--- src/rtl/flt2int_core.sv ---
// flt2int_core: converts an IEEE-754 binary16 operand held in the internal byte memory DM1
// to a saturated signed 16-bit integer. Optional macro SAT_FLAG_EN adds a status byte at OUT_ADDR+2.

module flt2int_dm #(
    parameter int MEM_DEPTH = 256,
    parameter int AW        = 8
) (
    input  logic          clk,
    input  logic          we,
    input  logic [AW-1:0] waddr,
    input  logic [7:0]    wdata,
    input  logic [AW-1:0] raddr,
    output logic [7:0]    rdata
);

    // No reset here: memory contents survive Reset.
    logic [7:0] core [0:MEM_DEPTH-1];

    always_ff @(posedge clk) begin
        if (we)
            core[waddr] <= wdata;
    end

    assign rdata = core[raddr];

endmodule

module flt2int_core #(
    parameter int MEM_DEPTH = 256,
    parameter int IN_ADDR   = 4,
    parameter int OUT_ADDR  = 6
) (
    input  logic Clk,
    input  logic Reset,
    input  logic Start,
    output logic Done
);

    localparam int AW = $clog2(MEM_DEPTH);
    localparam logic [AW-1:0] IN_LO  = AW'(IN_ADDR);
    localparam logic [AW-1:0] IN_HI  = AW'(IN_ADDR + 1);
    localparam logic [AW-1:0] OUT_LO = AW'(OUT_ADDR);
    localparam logic [AW-1:0] OUT_HI = AW'(OUT_ADDR + 1);
`ifdef SAT_FLAG_EN
    localparam logic [AW-1:0] OUT_FL = AW'(OUT_ADDR + 2);
`endif

    typedef enum logic [3:0] {
        IDLE, ARM, LD_LO, LD_HI, DECODE, SHIFT, ROUND, ST_LO, ST_HI,
`ifdef SAT_FLAG_EN
        ST_FLAG,
`endif
        FIN
    } state_t;

    state_t      state;
    logic [15:0] half;
    logic        sign;
    logic        is_sat;
    logic        is_zero;
    logic [25:0] acc;
    logic [3:0]  cnt;
    logic [15:0] result;
    logic        done_q;
`ifdef SAT_FLAG_EN
    logic        nonzero;
`endif

    logic          mem_we;
    logic [AW-1:0] mem_waddr;
    logic [7:0]    mem_wdata;
    logic [AW-1:0] mem_raddr;
    logic [7:0]    mem_rdata;
    logic [15:0]   mag;

    flt2int_dm #(.MEM_DEPTH(MEM_DEPTH), .AW(AW)) DM1 (
        .clk   (Clk),
        .we    (mem_we),
        .waddr (mem_waddr),
        .wdata (mem_wdata),
        .raddr (mem_raddr),
        .rdata (mem_rdata)
    );

    // acc holds M * 2^(E+1); bits 25:11 are the integer part and bit 10 the half bit.
    assign mag = {1'b0, acc[25:11]} + {15'b0, acc[10]};

    always_comb begin
        mem_we    = 1'b0;
        mem_waddr = OUT_LO;
        mem_wdata = result[7:0];
        mem_raddr = IN_LO;
        case (state)
            LD_HI: mem_raddr = IN_HI;
            ST_LO: mem_we = 1'b1;
            ST_HI: begin
                mem_we    = 1'b1;
                mem_waddr = OUT_HI;
                mem_wdata = result[15:8];
            end
`ifdef SAT_FLAG_EN
            ST_FLAG: begin
                mem_we    = 1'b1;
                mem_waddr = OUT_FL;
                mem_wdata = is_sat ? 8'h01 : ((nonzero && result == 16'h0000) ? 8'h02 : 8'h00);
            end
`endif
            default: ;
        endcase
    end

    always_ff @(posedge Clk or posedge Reset) begin
        if (Reset) begin
            state   <= IDLE;
            half    <= '0;
            sign    <= 1'b0;
            is_sat  <= 1'b0;
            is_zero <= 1'b0;
            acc     <= '0;
            cnt     <= '0;
            result  <= '0;
            done_q  <= 1'b0;
`ifdef SAT_FLAG_EN
            nonzero <= 1'b0;
`endif
        end else begin
            case (state)
                IDLE, FIN: begin
                    if (Start) begin
                        state  <= ARM;
                        done_q <= 1'b0;
                    end
                end
                ARM:   if (!Start) state <= LD_LO;
                LD_LO: begin
                    half[7:0] <= mem_rdata;
                    state     <= LD_HI;
                end
                LD_HI: begin
                    half[15:8] <= mem_rdata;
                    state      <= DECODE;
                end
                DECODE: begin
                    sign    <= half[15];
                    is_sat  <= half[14:10] >= 5'd30;
                    is_zero <= half[14:10] < 5'd14;
                    acc     <= {15'b0, (half[14:10] != 5'd0), half[9:0]};
                    cnt     <= (half[14:10] >= 5'd14 && half[14:10] < 5'd30) ? 4'(half[14:10] - 5'd14) : 4'd0;
`ifdef SAT_FLAG_EN
                    nonzero <= half[14:0] != 15'd0;
`endif
                    state   <= SHIFT;
                end
                SHIFT: begin
                    if (cnt != 4'd0) begin
                        acc <= acc << 1;
                        cnt <= cnt - 4'd1;
                    end else begin
                        state <= ROUND;
                    end
                end
                ROUND: begin
                    if (is_sat)
                        result <= sign ? 16'h8000 : 16'h7FFF;
                    else if (is_zero)
                        result <= 16'h0000;
                    else
                        result <= sign ? (16'h0000 - mag) : mag;
                    state <= ST_LO;
                end
                ST_LO: state <= ST_HI;
`ifdef SAT_FLAG_EN
                ST_HI: state <= ST_FLAG;
                ST_FLAG: begin
                    state  <= FIN;
                    done_q <= 1'b1;
                end
`else
                ST_HI: begin
                    state  <= FIN;
                    done_q <= 1'b1;
                end
`endif
                default: state <= IDLE;
            endcase
        end
    end

    assign Done = done_q;

endmodule

--- config.mk ---
export PLATFORM = sky130hd
export DESIGN_NAME = flt2int_core
export DESIGN_NICKNAME = d
export VERILOG_FILES = /design/src/rtl/flt2int_core.sv
export SDC_FILE = /design/constraint.sdc
export NUM_CORES = 1
export LEC_CHECK = 0
export ABC_AREA = 1
export BUFFER_PORTS_ARGS = -buffer_cell sky130_fd_sc_hd__buf_2
export CORE_UTILIZATION = 30
export CTS_CLUSTER_SIZE = 24
export DETAILED_ROUTE_END_ITERATION = 7
export GPL_ROUTABILITY_DRIVEN = 0
export GPL_TIMING_DRIVEN = 0
export PLACE_DENSITY_LB_ADDON = 0.25
export SYNTH_ARGS = -nofsm -noshare
export SYNTH_HDL_FRONTEND = slang
export SYNTH_SLANG_ARGS = --single-unit
--- constraint.sdc ---
create_clock -name Clk -period 1.75 [get_ports Clk]
set_clock_uncertainty 0.1 [all_clocks]
set_input_delay 0.0875 -clock Clk [delete_from_list [all_inputs] [get_ports Clk]]
set_output_delay 0.0875 -clock Clk [all_outputs]
set_load 0.03 [all_outputs]
==> impl_metrics.json <==
{
  "dr.pass1.iters": 4,
  "yosysWarnings": 0,
  "ys_ff_latch": 9,
  "max_slew.worst_pin.slew_ns": 0.3583,
  "dp_worst_setup_slack_ns": 0.3766,
  "worstSetupPathType": "register to register",
  "clockRootBuffer": "clkbuf_4",
  "synth_nets": 77,
  "overflow": 0,
  "antenna_left": 0,
  "initial_core_util_pct": 32.04,
  "cts_tree": "done",
  "cts-resized-gates": 0,
  "grt_antenna_before_repair": 0,
  "slew_headroom_pct": 76.09,
  "via_per_inst": 4.610,
  "ir_drop_v": 0.0006592,
  "clock_sinks": 9,
  "grt.total_usage_pct": 12.93,
  "via_count": 484,
  "fp.dieH_microns": 45.18,
  "clk_pin_slew_worst_paths_ns": 0.06,
  "ys_types": 20,
  "worstPathArrival_ns": 1.44,
  "postSynthAreaPerCell_sq_um": 7.768,
  "startpoint_type": "register",
  "grt_pass1_vias": 409,
  "rows": 15,
  "endpoint_kind": "register",
  "synth.largest_area_cell": "dfrtp_1",
  "multi_input_comb_area_sq_um": 289.0,
  "synth_top_area_share_pct": 40.27,
  "core_sq_mm": 0.001745,
  "p_leak_uw": 0.0003488,
  "cts_max_level": 1,
  "setup-violations-final": 0,
  "grt_pass1_wl_microns": 1752,
  "fp.dieW_microns": 45.18,
  "fin_crit_ns": 1.384,
  "dp_hpwl_microns": 746.2,
  "ios": 4,
  "syn_inst": 72,
  "grt_setup_unrepaired": "no",
  "routedWlPerCell_microns": 9.495,
  "netlist_top_cells_area": "dfrtp_1 40%, nand2_1 8.7%, inv_1 7.4%, nor2_1 6.7%, nand3_1 6.3%",
  "status": "completed",
  "cts_buffer_depth": 2,
  "drc": 0,
  "worstSkewPairLatency_ns": 0.27,
  "antenna-diode-count": 0,
  "p_per_area_mw_per_mm2": 1735,
  "cp_max_fo": 6,
  "wirelength_microns": 997,
  "ys_seq_area_share_pct": 40.27,
  "fmax_mhz": 722.7,
  "port_buffers": 3,
  "post_cts_buffers": 0,
  "cts_buffers": 3,
  "required_ns": 1.81,
  "syn_area_sq_um": 559.3,
  "drt_first_iter_violations": 12,
  "fin_nets": 86,
  "timing.final.hold_violations": 0,
  "finalSetupTns_ns": 0,
  "drv_cap": 0,
  "fin_ws_ns": 0.3662,
  "maxSlewViolCount": 0,
  "timing.final.crit_share_pct": 79.07,
  "ff_latch_area_sq_um": 225.2,
  "dieArea_sq_mm": 0.002041,
  "hold_path.class": "input port to register",
  "grt_max_degree": 10,
  "synthToLayoutAreaGrowth_pct": 14.77,
  "fill_cells": 181,
  "drive_above_1_share_pct": 20.00
}
[routing by layer]
metal / wire, microns / GRT usage [%]
met3: 45 / 7.200
met1: 504 / 17.08
met5: 0 / 0
met2: 435 / 17.10
met4: 12 / 5.455
[worst max-delay path: stages, from the launching register on]
cell	delay (ns)
dfrtp_1	0.40
inv_1	0.12
ha_1	0.16
nand3_1	0.12
nand2_4	0.14
nand3_2	0.11
nand2_1	0.08
nand2_1	0.05
[flip-flops by register name, indices dropped and copies added (netlist names)]
| name | flops |
|---|---|
| Done | 1 |
| cnt | 4 |
| state | 4 |
[area by class of cell]
cell class | instances | area share [%]
Multi-Input combinational cell | 51 | 45.03
Sequential cell | 9 | 35.09
Inverter | 12 | 7.018
Tap cell | 25 | 4.873
Clock buffer | 4 | 4.094
Timing Repair Buffer | 4 | 3.899
[synthesized netlist by cell type, drive strengths merged]
cell / n
nand2: 18
inv: 12
nor2: 11
dfrtp: 9
nand3: 8
nand4: 4
o21ai: 3
ha: 2
a21o: 1
nor3: 1
o2111ai: 1
or2: 1
xnor2: 1
[power breakdown]
| group | switching, uW | internal (uW) |
|---|---|---|
| clock | 79.1 | 88.2 |
| combinational | 354 | 216 |
| sequential | 83.0 | 293 |
[cell families after synthesis]
| logic type | after synthesis | synth area share [%] |
|---|---|---|
| AO/OA/AOI/OAI | 5 | 6.263 |
| XOR/XNOR | 1 | 1.566 |
| adder cells (fa/ha/maj) | 2 | 4.474 |
| buffers and inverters | 12 | 8.053 |
| flip-flops | 9 | 40.27 |
| AND/OR/NAND/NOR | 43 | 39.37 |
[path summary, 6_finish.rpt]
kind | start | endpoint | slack, ns | cells past startpoint
hold reg to reg | Done | Done | 0.38 | 1
setup / recovery | cnt[0] | state[3] | 0.37 | 7
min in group asynchronous | Reset | cnt[0] | 0.22 | 3
setup reg to reg | cnt[0] | state[3] | 0.37 | 7
max in group asynchronous | Reset | state[3] | 1.06 | 3
hold / removal | Start | Done | 0.05 | 3
[layout by cell type, fill, tap and decap left out, types with 2 or more instances in the layout]
master	netlist	layout
buf_2	0	3
nand2_4	2	2
inv_1	11	11
nand4_1	4	4
nand3_1	7	7
nand2_1	13	13
ha_1	2	2
clkbuf_4	0	3
dfrtp_1	9	9
nand2_2	3	3
nor2_1	10	10
[stage by stage]
step	std cells	util [%]	power (uW)	hold slack, ns	cell area (sq um)
detailed placement	100	34.70	950.3	-0.02472	605.6
finish	105	36.77	1114	0.05456	641.9
global placement	100	34.70	942.7	-0.02928	605.6
global route	105	36.77	1236	0.05438	641.9
floorplan	72	-	846.6	-0.1846	559.3
CTS	105	36.77	1125	0.04743	641.9
[timing repair]
action | in CTS | in global routing
endpoints found under the hold margin | 9 | 0
setup endpoints to repair | 0 | 0
hold buffers | 1 | 0
No activity file was read; power rests on OpenSTA's default activity.
